## src/rtl/alu_issue.sv

```systemverilog
// ALU operation issue stage: decodes ALUOp/Funct3/Funct7 into the ALU op code,
// buffers it in a 2-entry FIFO and resolves branch outcome. Option: ALU_ISSUE_PERF_CNT_EN.
module alu_issue #(
    parameter int DATA_WIDTH    = 32,
    parameter int OPCODE_LENGTH = 4
) (
    input  logic                     clk,
    input  logic                     reset,
    input  logic                     in_valid,
    output logic                     in_ready,
    input  logic [1:0]               ALUOp,
    input  logic [2:0]               Funct3,
    input  logic [6:0]               Funct7,
    input  logic                     RType,
    input  logic                     flush,
    output logic                     out_valid,
    input  logic                     out_ready,
    output logic [OPCODE_LENGTH-1:0] Operation,
    output logic                     Branch,
    output logic                     IllegalOp,
    input  logic [DATA_WIDTH-1:0]    ALUResult,
    output logic                     BranchTaken
`ifdef ALU_ISSUE_PERF_CNT_EN
    ,
    output logic [31:0]              IssueCount,
    output logic [31:0]              TakenCount
`endif
);

    localparam logic [OPCODE_LENGTH-1:0] OP_AND = OPCODE_LENGTH'(4'b0000);
    localparam logic [OPCODE_LENGTH-1:0] OP_OR  = OPCODE_LENGTH'(4'b0001);
    localparam logic [OPCODE_LENGTH-1:0] OP_ADD = OPCODE_LENGTH'(4'b0010);
    localparam logic [OPCODE_LENGTH-1:0] OP_XOR = OPCODE_LENGTH'(4'b0011);
    localparam logic [OPCODE_LENGTH-1:0] OP_SUB = OPCODE_LENGTH'(4'b0100);
    localparam logic [OPCODE_LENGTH-1:0] OP_BNE = OPCODE_LENGTH'(4'b0101);
    localparam logic [OPCODE_LENGTH-1:0] OP_BLT = OPCODE_LENGTH'(4'b0110);
    localparam logic [OPCODE_LENGTH-1:0] OP_BGE = OPCODE_LENGTH'(4'b0111);
    localparam logic [OPCODE_LENGTH-1:0] OP_BEQ = OPCODE_LENGTH'(4'b1000);

    typedef struct packed {
        logic [OPCODE_LENGTH-1:0] op;
        logic                     br;
        logic                     ill;
    } entry_t;

    entry_t     dec;
    entry_t     mem [2];
    entry_t     head;
    logic       rptr;
    logic       wptr;
    logic [1:0] count;
    logic       push;
    logic       pop;
    logic       unused_bits;

    // Only Funct7[5] and ALUResult[0] carry meaning here.
    assign unused_bits = ^{ALUResult[DATA_WIDTH-1:1], Funct7[6], Funct7[4:0]};

    // Decode the incoming instruction into the entry that will be stored.
    always_comb begin
        dec = '0;
        unique case (1'b1)
            ALUOp == 2'b00: dec.op = OP_ADD;
            ALUOp == 2'b01: begin
                dec.br = 1'b1;
                case (Funct3)
                    3'b000:  dec.op  = OP_BEQ;
                    3'b001:  dec.op  = OP_BNE;
                    3'b100:  dec.op  = OP_BLT;
                    3'b101:  dec.op  = OP_BGE;
                    default: dec.ill = 1'b1;
                endcase
            end
            ALUOp == 2'b10: begin
                case (Funct3)
                    3'b000: begin
                        if (RType && Funct7[5])
                            dec.op = OP_SUB;
                        else
                            dec.op = OP_ADD;
                    end
                    3'b100:  dec.op  = OP_XOR;
                    3'b110:  dec.op  = OP_OR;
                    3'b111:  dec.op  = OP_AND;
                    default: dec.ill = 1'b1;
                endcase
            end
            default: dec.ill = 1'b1;
        endcase
    end

    assign in_ready  = (count != 2'd2);
    assign out_valid = (count != 2'd0);
    assign push      = in_valid && in_ready;
    assign pop       = out_valid && out_ready;
    assign head      = mem[rptr];

    // Head fields are masked so an empty FIFO presents a quiet interface.
    always_comb begin
        Operation   = '0;
        Branch      = 1'b0;
        IllegalOp   = 1'b0;
        BranchTaken = 1'b0;
        if (out_valid) begin
            Operation   = head.op;
            Branch      = head.br;
            IllegalOp   = head.ill;
            BranchTaken = head.br && ALUResult[0];
        end
    end

    // Occupancy and pointer bookkeeping; flush discards same-cycle traffic.
    always_ff @(posedge clk) begin
        if (reset) begin
            count <= 2'd0;
            rptr  <= 1'b0;
            wptr  <= 1'b0;
        end else if (flush) begin
            count <= 2'd0;
            rptr  <= 1'b0;
            wptr  <= 1'b0;
        end else begin
            if (push)
                wptr <= ~wptr;
            if (pop)
                rptr <= ~rptr;
            case ({push, pop})
                2'b10:   count <= count + 2'd1;
                2'b01:   count <= count - 2'd1;
                default: count <= count;
            endcase
        end
    end

    // Entry storage needs no reset: count gates visibility.
    always_ff @(posedge clk) begin
        if (push && !flush && !reset)
            mem[wptr] <= dec;
    end

`ifdef ALU_ISSUE_PERF_CNT_EN
    // Issue and taken-branch counters survive flush, wrap naturally.
    always_ff @(posedge clk) begin
        if (reset) begin
            IssueCount <= 32'd0;
            TakenCount <= 32'd0;
        end else if (pop && !flush) begin
            IssueCount <= IssueCount + 32'd1;
            if (BranchTaken)
                TakenCount <= TakenCount + 32'd1;
        end
    end
`endif

endmodule
```

## config.mk

```make
export PLATFORM = sky130hd
export DESIGN_NAME = alu_issue
export DESIGN_NICKNAME = d
export VERILOG_FILES = /design/src/rtl/alu_issue.sv
export SDC_FILE = /design/constraint.sdc
export NUM_CORES = 1
export LEC_CHECK = 0
export ABC_AREA = 1
export CAP_MARGIN = 20
export CORE_MARGIN = 2
export CORE_UTILIZATION = 57
export DETAILED_ROUTE_END_ITERATION = 10
export DONT_BUFFER_PORTS = 1
export PLACE_DENSITY = 0.72
export SLEW_MARGIN = 20
export SYNTH_ARGS = -nofsm -noshare
export SYNTH_HDL_FRONTEND = slang
export SYNTH_SLANG_ARGS = --single-unit
```

## constraint.sdc

```tcl
create_clock -name clk -period 2.2 [get_ports clk]
set_input_delay 0.44 -clock clk [delete_from_list [all_inputs] [get_ports clk]]
set_output_delay 0.44 -clock clk [all_outputs]
set_load 0.02 [all_outputs]
```

Word-level counts from Yosys, hierarchy flattened
Memories as Yosys holds them, arrays and structs flattened. A register that Yosys moved wholly into a read port is not among the register bits.
Index checks and enable logic that the tools add are counted.
{"block": "totals", "regBits": 4, "ram_bits": 12, "out_inout_bits": 9, "word_cells": 50, "mem_count": 1}
{"name": "mem", "words": 2, "width": 6, "read_ports": 1, "rd_ports_with_merged_regs": 1, "wr": 1, "line_no": "47", "text": "entry_t mem [2];"}
{"block": "classes", "n_addsub": 2, "n_eq_ne": 10, "n_mux": 17, "n_bitwise": 2, "n_reduce_logical": 15}
{"cell": "case mux 4 bit (4 select lines)", "n": 1}
{"cell": "== test 3 bit (second input constant)", "n": 4}
{"cell": "case mux 4 bit (3 select lines)", "n": 1}
{"cell": "two-way mux 1 bit", "n": 10}
{"cell": "case mux 3 bit (3 select lines)", "n": 1}
{"cell": "OR reduction 4 bit", "n": 2}
{"cell": "logical AND 1 bit", "n": 6}
{"cell": "== test 2 x 1 -> 1 bit (second input constant)", "n": 2}
{"cell": "== test 2 bit (second input constant)", "n": 2}
{"cell": "two-way mux 4 bit", "n": 1}
{"cell": "case mux 2 bit (2 select lines)", "n": 1}
{"cell": "nonzero test 2 bit", "n": 2}
{"cell": "== test 3 x 1 -> 1 bit (second input constant)", "n": 1}
{"cell": "zero test 3 bit", "n": 1}
{"cell": "two-way mux 3 bit", "n": 1}
{"cell": "case mux 1 bit (3 select lines)", "n": 1}
{"cell": "adder 2 x 1 -> 2 bit (second input constant)", "n": 1}
{"cell": "zero test 1 bit", "n": 2}
{"cell": "zero test 2 bit", "n": 1}
{"cell": "!= test 2 bit (second input constant)", "n": 1}
{"cell": "NOT 1 bit", "n": 2}
{"cell": "OR reduction 2 bit", "n": 1}
{"cell": "subtractor 2 x 1 -> 2 bit (second input constant)", "n": 1}

Longest topological paths before layout
{"block": "depth", "depth_word": 6, "mapped_depth": 9}

Worst setup path before layout
Ideal clock, no wire load.
{"block": "synth_timing", "kind": "register to output", "from": "register (tool-made name)", "to": "output BranchTaken", "t_arrival_ns": 1.016, "required_time_ns": 1.760, "path_slack_ns": 0.744, "stages_incl_launch_ff": 4, "cell_sequence": "dfxtp_1 inv_1 a21oi_1 nor3_1"}
{"item": "end: declaration", "line_no": "22", "text": "output logic BranchTaken"}

==> flow_metrics.tcl <==
set metrics [dict create \
    wl_um 1480 \
    final_cell_mix "nand2_1 (26), inv_1 (14), nor2_1 (12), edfxtp_1 (12), a21oi_1 (7)" \
    htree_levels 1 \
    skew_ps 2.61 \
    worstSetupPathType "flip-flop to output port" \
    reg2reg_depth 4 \
    ir_worst_vdd_mv 0.389 \
    finalSetupViolCount 0 \
    r2r_start "count[0]" \
    hold_path_end "count[1]" \
    antenna_cells 0 \
    finalInstanceArea_um2 907 \
    worstHoldStart "reset" \
    postCtsSetupBuffers 0 \
    min_period_over_period 0.863 \
    end_kind "output port" \
    ys_types 19 \
    die-area_mm2 0.00184 \
    grt_overflow 0 \
    chipHeight_um 42.9 \
    rsz0062_at_grt "no" \
    worstSetupStartpointType "flip-flop" \
    grt_pass1_wl_um 2430 \
    rows 14 \
    post_cts_resize_count 0 \
    synth_cells 102 \
    final_common_cell "nand2_1" \
    postLayoutCoreUtil 0.624 \
    drt-pass1-iter-count 4 \
    core_area_mm2 0.00145 \
    clk_pin_slew_ps 90 \
    drv_slew 0 \
    gp_congestion 0.749 \
    hold_viol 0 \
    clock-sinks 17 \
    antenna_found_initial 0 \
    ys_seq_area_frac 0.535 \
    min_period_ps 1900 \
    vias 632 \
    rrSetupSlack_ps 620 \
    ant_nets 0 \
    synth.avg_cell_area_um2 8.44 \
    root_buffer "clkbuf_4" \
    portBuffers 0 \
    grt.total_usage 0.187 \
    drive_gt1_frac 0.132 \
    hold_class "input port to flip-flop" \
    grt_pass1_vias 583 \
    cp_max_fo 7 \
    outcome "finished, final reports clean" \
    post-route-drc-count 0 \
    cap_violations 0 \
    powerDensity_mw_per_mm2 645 \
    nets 158 \
    placed_area_um2 881 \
    synthToLayoutAreaGrowth_pct 5.38 \
    dieWidth_um 42.9 \
    hpwl_um 1120 \
    via_per_inst 5.18 \
    drtIter0Drc 17 \
    clk_latency_ps 290 \
    max_freq_mhz 527 \
    grt_max_degree 10 \
    hold_buffers 0 \
    fin_setup_tns_ps 0 \
    synth-seq-cells 17 \
    start_util 0.592 \
    synth_fp_nets 153 \
    synth_area_um2 861 \
    cts_buffers 3 \
    slew_headroom 0.589 \
    hold_depth 3 \
    wl_per_cell_um 12.2 \
    worstMarginPinSlew_ps 611 \
    io_pins 59 \
    cts_tree "yes" \
    cts_buffer_depth 2 \
    power.leakage_nw 0.370 \
    worstPathArrival_ps 1460 \
    yosysWarnings 0 \
    reg2reg_to "mem[0][1]" \
    critPathRequiredTime_ps 1760 \
]
-- synth_stat cells (all sizes together) --
cell     n  share of area
nand3    4          0.023
nand4    1         0.0073
nor3     2          0.017
nand2   30           0.14
inv     15          0.065
o22ai    1         0.0073
ha       1          0.015
dfxtp    5           0.12
or2      1         0.0073
a21oi    7          0.041
edfxtp  12           0.42
nor2    16          0.099
o21ai    7          0.041
-- registers in the layout, summed over array words and instances, names as in the netlist, named ones only --
register and flops:
mem 12, rptr 1, count 2, wptr 1
-- power by group --
group          switching (mW)  internal, mW  total (mW)
sequential            0.00547         0.350       0.355
clock                  0.0928        0.0705       0.163
combinational          0.0479        0.0191      0.0670
total                   0.146         0.439       0.585
-- how the worst max path moves through the flow --
stage	cells past startpoint	to
2_1_floorplan	3	BranchTaken
3_3_place_gp	3	BranchTaken
3_5_place_dp	3	BranchTaken
4_1_cts	3	BranchTaken
5_1_grt	3	BranchTaken
6_report	3	BranchTaken
-- routing by layer --
metal / up-vias / track usage / wire length, um
met5: - / 0 / 0
met2: 19 / 0.303 / 718
met3: 4 / 0.0255 / 65
li1: 338 / - / -
met1: 271 / 0.228 / 669
met4: 0 / 0.131 / 30
-- critical path: stages, from the launching register on --
cell,delay (ps)
dfxtp_1,390
inv_1,190
a21oi_1,110
nor3_1,490
-- kinds of logic (layout without fill, tap and decap cells) --
| kind of cell | Yosys count | in the layout | synth area share |
|---|---|---|---|
| adder cells (fa/ha/maj) | 1 | 1 | 0.0145 |
| flip-flops | 17 | 17 | 0.535 |
| AO/OA/AOI/OAI | 15 | 15 | 0.0887 |
| AND/OR/NAND/NOR | 54 | 54 | 0.297 |
| buffers and inverters | 15 | 19 | 0.0654 |
-- final cells by class --
cell class              instances  area (um2)
multi-input cells              70         344
clock buffers                   4        26.3
well taps                      16        20.0
flip-flops and latches         17         460
inverters                      15        56.3
fillers                       125         547
-- through the flow --
stage	worst slack (ps)	instances	hold slack (ps)	power (mW)
6_report	302	122	301	0.585
5_1_grt	185	122	288	0.618
4_1_cts	274	122	293	0.589
3_5_place_dp	604	118	481	0.429
3_3_place_gp	609	118	460	0.425
2_1_floorplan	744	102	451	0.417
Power figures use the tool's default switching activity.
